File: src/rtl/s2p_if.sv
// Serial-in / parallel-out handshake bundle: a serial bit stream with valid/ready on
// one side and a parallel word with valid/ready on the other.
interface s2p_if #(
    parameter int N = 8
);
    logic         ser_valid;
    logic         ser_data;
    logic         ser_ready;
    logic [N-1:0] par_data;
    logic         par_valid;
    logic         par_ready;

    // master: the environment that drives serial bits and consumes parallel words
    modport master (
        output ser_valid,
        output ser_data,
        output par_ready,
        input  ser_ready,
        input  par_data,
        input  par_valid
    );

    modport slave (
        input  ser_valid,
        input  ser_data,
        input  par_ready,
        output ser_ready,
        output par_data,
        output par_valid
    );
endinterface

File: src/rtl/s2p.sv
// Serial-to-parallel converter: LSB-first bits are shifted into an N-bit register and
// each completed word is parked in a holding register until downstream takes it.
module s2p #(
    parameter int N = 8
) (
    input  logic clk,
    input  logic rstn,
    s2p_if.slave bus
);
    localparam int CW = $clog2(N);
    localparam logic [CW-1:0] CNT_LAST = CW'(N - 1);

    typedef enum logic {
        EMPTY = 1'b0,
        FULL  = 1'b1
    } state_t;

    state_t        state_q;
    logic [CW-1:0] cnt_q;
    logic [CW-1:0] cnt_d;
    logic [N-1:0]  shift_q;
    logic [N-1:0]  shift_d;
    logic [N-1:0]  hold_q;
    logic          last_bit;
    logic          ser_ready_w;
    logic          accept;

    // Stall only the bit that would complete a word while the previous one is still held;
    // the first N-1 bits of the next word keep flowing into the shift register.
    assign last_bit    = (cnt_q == CNT_LAST);
    assign ser_ready_w = !(last_bit && (state_q == FULL));
    assign accept      = bus.ser_valid && ser_ready_w;

    assign bus.ser_ready = ser_ready_w;
    assign bus.par_valid = (state_q == FULL);
    assign bus.par_data  = hold_q;

    always_comb begin
        shift_d = shift_q;
        cnt_d   = cnt_q;
        if (accept) begin
            shift_d = {bus.ser_data, shift_q[N-1:1]};
            cnt_d   = last_bit ? '0 : cnt_q + CW'(1);
        end
    end

    always_ff @(posedge clk or negedge rstn) begin
        if (!rstn) begin
            shift_q <= '0;
            cnt_q   <= '0;
        end else begin
            shift_q <= shift_d;
            cnt_q   <= cnt_d;
        end
    end

    // A word can only complete in EMPTY, because the completing bit is refused while FULL.
    always_ff @(posedge clk or negedge rstn) begin
        if (!rstn) begin
            state_q <= EMPTY;
            hold_q  <= '0;
        end else begin
            unique case (state_q)
                EMPTY: begin
                    if (accept && last_bit) begin
                        state_q <= FULL;
                        hold_q  <= shift_d;
                    end
                end
                FULL: begin
                    if (bus.par_ready) begin
                        state_q <= EMPTY;
                    end
                end
            endcase
        end
    end
endmodule

File: src/flat_wrapper.sv
// flat-port wrapper written by rule: the top's interface ports become plain ports
module s2p_flat 
#(
    parameter int N = 8
)
  (clk, rstn, bus_ser_valid, bus_ser_data, bus_par_ready, bus_ser_ready, bus_par_data, bus_par_valid);
  s2p_if #(.N(N)) bus_i ();
  input  logic clk;
  input  logic rstn;
  input wire logic [$bits(bus_i.ser_valid)-1:0] bus_ser_valid;
  input wire logic [$bits(bus_i.ser_data)-1:0] bus_ser_data;
  input wire logic [$bits(bus_i.par_ready)-1:0] bus_par_ready;
  output wire logic [$bits(bus_i.ser_ready)-1:0] bus_ser_ready;
  output wire logic [$bits(bus_i.par_data)-1:0] bus_par_data;
  output wire logic [$bits(bus_i.par_valid)-1:0] bus_par_valid;
  assign bus_i.ser_valid = bus_ser_valid;
  assign bus_i.ser_data = bus_ser_data;
  assign bus_i.par_ready = bus_par_ready;
  assign bus_ser_ready = bus_i.ser_ready;
  assign bus_par_data = bus_i.par_data;
  assign bus_par_valid = bus_i.par_valid;
  s2p #(.N(N)) u_core (.clk(clk), .rstn(rstn), .bus(bus_i));
endmodule
File: config.mk
export PLATFORM = sky130hd
export DESIGN_NAME = s2p_flat
export DESIGN_NICKNAME = d
export VERILOG_FILES = /design/src/rtl/s2p_if.sv /design/src/rtl/s2p.sv /design/src/flat_wrapper.sv
export SDC_FILE = /design/constraint.sdc
export NUM_CORES = 1
export LEC_CHECK = 0
export CAP_MARGIN = 15
export CELL_PAD_IN_SITES_DETAIL_PLACEMENT = 1
export CELL_PAD_IN_SITES_GLOBAL_PLACEMENT = 1
export CORE_MARGIN = 1
export CORE_UTILIZATION = 43
export CTS_CLUSTER_SIZE = 14
export DETAILED_ROUTE_END_ITERATION = 12
export PLACE_DENSITY_LB_ADDON = 0.1
export SLEW_MARGIN = 20
export SYNTH_ARGS = -nofsm -noshare
export SYNTH_HDL_FRONTEND = slang
export SYNTH_SLANG_ARGS = --single-unit
File: constraint.sdc
create_clock -name clk -period 3.1 [get_ports clk]
set_input_delay 0.465 -clock clk [delete_from_list [all_inputs] [get_ports clk]]
set_output_delay 0.465 -clock clk [all_outputs]
set_load 0.02 [all_outputs]
==> results summary, run 1 <==
The setup-violating endpoint count in the final report is 0. The yosys synthesis warning count is 0. The headroom to the max-slew limit came out at 0.439. The synthesized design contains 19 register bits. The final critical-path required period came out at 2320 ps. Counting every instance in the synthesized netlist gives 48. The largest single stage delay on the critical path is 590 ps.

The total power is 0.871 mW. In this run the remaining antenna-violating nets after routing total 0. The overall track demand over capacity in global routing came out at 0.131. The number of nets in the final layout came out at 73.

The maximum root-to-sink buffer count came out at 2. The final design area excluding fillers came out at 981 um2. The synthesized netlist occupies a cell area of 793 um2. 15 I/O pins were placed. The final layout contains routed wiring with a total length of 1.12 mm. The post-synthesis xor/xnor area fraction came out at 0. The count of vias placed by the detailed router is 442. The core outline area came out at 1730 um2. The via count of the first global-routing pass is 431. The most used flip-flop cell after synthesis is dfrtp_1. The max-slew violation total from the final report is 0. The clock-pin slew reported for the worst setup and hold paths after clock tree synthesis is 110 ps. The tree is rooted in a clkbuf_4. The post-synth net total is 55.

The area of combinational cells with multiple inputs is 295 um2. The power per cell area is 888 nW/um2. The number of clock buffers added by TritonCTS is 3. The number of cells on the worst hold path came out at 1. The pin count of the biggest net entering global routing came out at 20. The die area is 2020 um2. The fraction of registers with async set/reset is 1.00. The share of post-route cells with drive strength above 1 came out at 0.338. The data arrival time of the critical path is 1860 ps. In this run the worst hold path is classified as reg2reg. The number of gates resized after cts is 0.

The violation count after the first detailed-route iteration is 1. For flop-to-flop paths, the worst setup slack is 1150 ps. The worst reg2reg path depth is 4. The most common cell in the synthesized netlist is dfrtp_1. The synthesized area per cell came out at 16.5 um2. Setup repair after global routing left no endpoint under its margin.

The maximum net fanout on the critical path came out at 4. For hold timing, the worst endpoint is u_core.cnt_q[0]. The critical path class is reg2out.

The number of maximum-capacitance violations came out at 0. The final weighted congestion in routability-driven placement came out at 0.644. The share of synthesized area in the top cell type comes to 0.599. TritonCTS built the clock tree. The clock skew after layout came out at 1.91 ps. For the pin with the worst max-slew slack, the measured transition is 839 ps.

Counting every sink on the clock net gives 19. The final-report hold violation count came to 0. The slowest stage of the critical path is the clkdlybuf4s50_1 cell. The post-synthesis simple-gate area fraction came out at 0.0394. The worst register-to-register path begins at u_core.cnt_q[0].

The final sum of negative setup slack came out at 0 ps. Counting instances in the post-synthesis netlist gives the leading cell types as dfrtp_1, mux2_2, mux2_4. The number of distinct library cells after synthesis is 13. The worst setup path is captured at a primary output. The number of hold-repair buffers added at the cts stage came out at 0. The run finished with clean final reports.

Walking the worst path, the cells encountered are ha_1 > ha_1 > nand2_1 > clkdlybuf4s50_1. The number of detailed-routing iterations run before antenna repair came out at 2. After detailed routing, the average wire length per cell comes to 12.5 um. Across the VDD grid, the largest voltage drop is 0.426 mV. The number of buffers added on ports came out at 14. For this configuration, the core starts out at a cell density of 0.459.

The floorplan step set the die width to 45.0 um. Among the stages of the critical path, the cell type that occurs most often is ha_1. The sequential element share of the synthesized area is 0.599. The instance area after placement is 953 um2.

In the post-synthesis netlist, the biggest area contributors are dfrtp_1, mux2_4, mux2_2. The worst setup path is launched from a register. The filler cell count in the final layout is 190. The number of standard cells in the final layout excluding fillers came out at 90.

The post-synthesis share of cell area spent on full adders, half adders and majority gates is 0.0315. At the later pin of the worst-skew pair, clock insertion delay measures 280 ps. The first-pass GRT wire length is 1.88 mm. The endpoint identified for the worst register-to-register timing path is u_core.cnt_q[2].

The fmax came out at 431 MHz. Dividing the final minimum period by the clock period gives 0.749. The growth of design area from synthesis to finish is 23.7%. The required time at the worst-slack endpoint is 2630 ps. The reported leakage power came out at 0.465 nW. The die extent in y came out at 45.0 um. The number of antenna violations at the first check in global routing is 0. The count of buffers added by post-CTS timing repair for setup came out at 0. The placed instance count is 86.

The area of all sequential standard cells is 475 um2. The sum of overflow across all layers after global routing is 0. Of all cell types, the one taking the most synthesized area is dfrtp_1. The via count normalized by instance count is 4.91. In this run, synthesis inferred 0 flip-flops with an integrated enable. The share of the synthesized area in compound gates (AO/OA/AOI/OAI) is 0.0284. The family with the most delay on the worst path is buffers and inverters. In this run the most critical hold path is launched from u_core.cnt_q[0].

The number of DRC violations after detailed routing came out at 0. The worst slack on hold paths is 497 ps. The H-tree depth reported by CTS is 1. The diode insertion count for antenna repair came out at 0. By area, the combinational part of the netlist is dominated by multiplexers. The count of buffering cells on the critical path with inverters included is 1. The count of standard-cell rows came out at 15.

The portion of synthesized area spent on multiplexers is 0.273.
[stage by stage]
step | util | setup WS [ps]
3_5_place_dp | 0.552 | 1000
6_report | 0.568 | 779
5_1_grt | 0.568 | 691
4_1_cts | 0.568 | 754
2_1_floorplan | - | 1530
3_3_place_gp | 0.552 | 1020
[power by group]
part           total, mW  internal (mW)  switching (mW)
Sequential         0.402          0.346          0.0566
Combinational      0.348          0.205           0.143
Clock              0.121         0.0478          0.0727
Total              0.871          0.599           0.272
[area by class of cell]
type	instances	area share
Clock inverter	1	0.00510
Tap cell	25	0.0319
Inverter	3	0.0115
Clock buffer	3	0.0230
Multi-Input combinational cell	25	0.301
Timing Repair Buffer	14	0.143
Sequential cell	19	0.485
[per-layer routing]
layer	GRT usage	routed length, um	part of all wire	up-vias
met5	0	0	0	-
met4	0.0364	0	0	0
met3	0.0360	39	0.035	0
met2	0.209	577	0.51	9
met1	0.174	507	0.45	230
li1	-	-	-	203
[layout by cell type, fill, tap and decap left out]
master           Yosys  layout
o21ai_0              1       1
clkbuf_4             0       3
dfrtp_1             19      19
o22ai_1              1       1
mux2i_1              1       1
mux2_4               7       7
nand3b_4             1       1
clkinv_2             0       1
a21boi_2             1       1
mux2_2               9       9
clkdlybuf4s50_1      0      14
inv_1                3       3
nand2_1              1       1
ha_1                 2       2
or2b_1               1       1
[cells by family after synthesis]
logic type | count (synthesis)
mux | 17
compound gates | 3
flops | 19
simple gates | 3
fa+ha+maj | 2
buf+inv | 4
[worst max path at each step]
stage | end | slack [ps] | startpoint | cells after the start
floorplan | u_core.shift_q[1] | 1530 | u_core.cnt_q[0] | 5
global placement | u_core.cnt_q[2] | 1020 | bus_ser_valid | 3
detailed placement | u_core.cnt_q[2] | 1000 | bus_ser_valid | 3
CTS | bus_ser_ready | 750 | u_core.cnt_q[0] | 4
global route | bus_ser_ready | 690 | u_core.cnt_q[0] | 4
finish | bus_ser_ready | 780 | u_core.cnt_q[0] | 4
[sequential cells by signal, indices dropped and copies added, names as in the netlist]
register,count
u_core.bus.par_data,8
u_core.shift_q,7
u_core.cnt_q,3
u_core.bus.par_valid,1
No activity file was read; power rests on OpenSTA's default activity.
==> inputs of run 2 (changes only) <==
CORE_UTILIZATION = 40   (was 43)
clock period = 2.3 ns   (was 3.1 ns; I/O delays follow)
==> run 2 against run 1 <==
  * Total power grew 36%
  * Highest routed layer unchanged
  * Wire length up 7.7%
  * Worst setup slack lost 670 ps
  * Clock power rose by 38%
  * Critical endpoint unchanged
  * Sequential power is 36% higher
  * Largest power group unchanged
  * Global-route usage rose by 0.98 points
  * Count of clock-buffer cells in the layout is the same
  * Critical path depth stayed put
  * Combinational power increased by 36%
  * Design area up 1.5%
  * Sequential share of layout area fell by 0.73 points
==> results summary, run 2 (same netlist as run 1, synthesis figures left out) <==
Among cell families on the critical path, the largest total delay comes from buffers and inverters. The cell that appears most often on the critical path is ha_1. The count of pins on the block boundary is 15 (unchanged).

The count of standard-cell rows is 15 (unchanged). The reg-to-reg endpoint is u_core.cnt_q[2]. Compared with the post-synthesis result, the final layout area differs by 25.6%. The worst setup path is launched from a register.

The number of flip-flops under the largest register name came out at 8 (unchanged). The count of buffering cells on the critical path with inverters included is 1 (unchanged). The total power is 1.19 mW (+36%). The minimum setup slack among reg-to-reg paths came to 620 ps (-530 ps). The number of DRC violations after detailed routing is 0 (unchanged). The maximum VDD drop came out at 0.595 mV (+40%). The aggregate routed wire length was 1.21 mm (+7.7%). The core outline area was 1780 um2 (+3.3%). Leaving out fill and tap cells, the most frequent cell in the layout is dfrtp_1. The number of buffers added by the clock tree synthesis step came out at 3 (unchanged).

The worst setup path is captured at a primary output. The die area is 2170 um2 (+7.2%). The violation count after the first detailed-route iteration is 1 (unchanged).

The share of the clock period used by the worst path came out at 0.951. The maximum root-to-sink buffer count came out at 2 (unchanged). The power per cell area is 1190 nW/um2 (+34%).

The total clock sinks is 19 (unchanged). Setup repair after global routing left no endpoint under its margin. The starting density of the core is 0.445 (-0.0145).

The final critical-path required period is 2190 ps. The clock tree root driver cell is clkbuf_4. The area of all sequential standard cells came out at 475 um2 (unchanged). The number of maximum-capacitance violations came out at 0 (unchanged).

The filler cell count in the final layout came to 178 (-6.3%). The sum of overflow across all layers after global routing is 0 (unchanged). The worst reg2reg path depth is 5 (+1). The overall track demand over capacity in global routing is 0.140 (+0.00977). The count of vias placed by the detailed router came out at 430 (-2.7%).

The number of detailed-routing iterations run before antenna repair came out at 3 (+1). The reported leakage power came to 0.474 nW (+2.1%). The final sum of negative setup slack came to 0 ps (unchanged). The number of antenna violations at the first check in global routing is 0 (unchanged). The setup-violating endpoint count in the final report came out at 0 (unchanged).

The H-tree depth reported by CTS came to 1 (unchanged). The clock skew after layout came out at 1.45 ps (-0.465 ps). The maximum net fanout on the critical path is 4 (unchanged). The final weighted congestion in routability-driven placement came out at 0.719 (+12%). The class of the tightest hold or removal check is in2async. The average wire per cell in the routed design is 13.2 um (+5.4%). The number of buffers added on ports is 14 (unchanged). The number of hold-repair buffers added at the cts stage is 0 (unchanged). In this run the critical register-to-register path is launched from u_core.cnt_q[0]. The cell with the largest stage delay on the worst path is clkdlybuf4s50_1. The delay of the slowest cell on the worst path was 600 ps (about the same).

The clock-pin slew reported for the worst setup and hold paths after clock tree synthesis is 110 ps (about the same). The count of buffers added by post-CTS timing repair for setup came out at 0 (unchanged). The worst slack on hold paths was 375 ps (-123 ps). TritonCTS built the clock tree.

The via count of the first global-routing pass is 417 (-3.2%). The first-pass GRT wire length is 2.01 mm (+7.0%). The required time at the worst-slack endpoint came out at 1960 ps (-670 ps). The number of nets in the final layout is 75 (+2.7%). The via count normalized by instance count came out at 4.67 (-4.8%). The signal on the critical path passes through ha_1 > ha_1 > nand2_1 > clkdlybuf4s50_1.

The critical path in this run is classified as reg2out. The worst-margin pin slew came out at 243 ps (-596 ps). The share of post-route cells with drive strength above 1 is 0.358 (+0.0197). The post-detailed-route count of antenna-violating nets came out at 0 (unchanged). The flow ran to the end, and the final reports show no timing, DRC or antenna violations. The max-slew violation total from the final report came out at 0 (unchanged). The latest clock arrival within the worst-skew pair came out at 290 ps (about the same). The die width came out at 46.5 um (+3.5%). Leaving out fill and tap cells, the most frequent cells in the layout are dfrtp_1, clkdlybuf4s50_1, mux2_2, mux2_4. The die extent in y is 46.5 um (+3.5%). The headroom to the max-slew limit is 0.838 (+0.399).

Timing would allow up to 457 MHz. The share of the core filled with cells came out at 0.559 (-0.00952). The area of combinational cells with multiple inputs is 295 um2 (unchanged).

The number of gates resized after cts came to 0 (unchanged). The data arrival time of the critical path is 1840 ps (-20 ps). The final-report hold violation count came out at 0 (unchanged). The pin count of the biggest net entering global routing is 20 (unchanged).

The detailed-placement wirelength estimate is 852 um. The diode insertion count for antenna repair came out at 0 (unchanged).
run 2: worst reg2reg max path: cells and delay by family, from the launching register on:
family,cells,cell delay [ps]
buffers and inverters,1,210
DFF,1,410
muxes,1,350
AOI/OAI and AO/OA,1,160
adders and majority gates,2,450
run 2: routing by layer:
metal	part of all wire	vias up	routed length [um]	global-route usage
met2	0.46	10	551	0.203
met3	0.036	0	43	0.0471
li1	-	202	-	-
met1	0.51	218	614	0.186
met5	0	-	0	0
met4	0	0	0	0.0706
run 2: how the worst max path moves through the flow:
stage	endpoint	cells after the start	slack [ps]	from
finish	bus_ser_ready	4	110	u_core.cnt_q[0]
global route	bus_ser_ready	4	20	u_core.cnt_q[0]
CTS	bus_ser_ready	4	90	u_core.cnt_q[0]
detailed placement	bus_ser_ready	4	430	u_core.cnt_q[0]
global placement	bus_ser_ready	4	470	u_core.cnt_q[0]
floorplan	u_core.shift_q[1]	5	730	u_core.cnt_q[0]
run 2: final cells by class:
type / instances / share of cell area
clock buffers: 3 / 0.0226
clock inverters: 1 / 0.00503
inverters: 3 / 0.0113
multi-input cells: 25 / 0.296
flip-flops and latches: 19 / 0.477
well taps: 25 / 0.0314
repair buffers: 16 / 0.156
run 2: metrics by stage:
| step | area, um2 | cells | setup slack [ps] |
|---|---|---|---|
| 2_1_floorplan | 793 | 48 | 730 |
| 3_3_place_gp | 968 | 88 | 467 |
| 3_5_place_dp | 968 | 88 | 431 |
| 4_1_cts | 996 | 92 | 86.8 |
| 5_1_grt | 996 | 92 | 24.3 |
| 6_report | 996 | 92 | 113 |
run 2: report_power, final:
| group | internal, mW | switching [mW] | leakage (nW) | total (mW) |
|---|---|---|---|---|
| Sequential | 0.466 | 0.0786 | 0.229 | 0.545 |
| Clock | 0.0647 | 0.102 | 0.0177 | 0.167 |
| Combinational | 0.280 | 0.195 | 0.227 | 0.474 |
| Total | 0.810 | 0.376 | 0.474 | 1.19 |
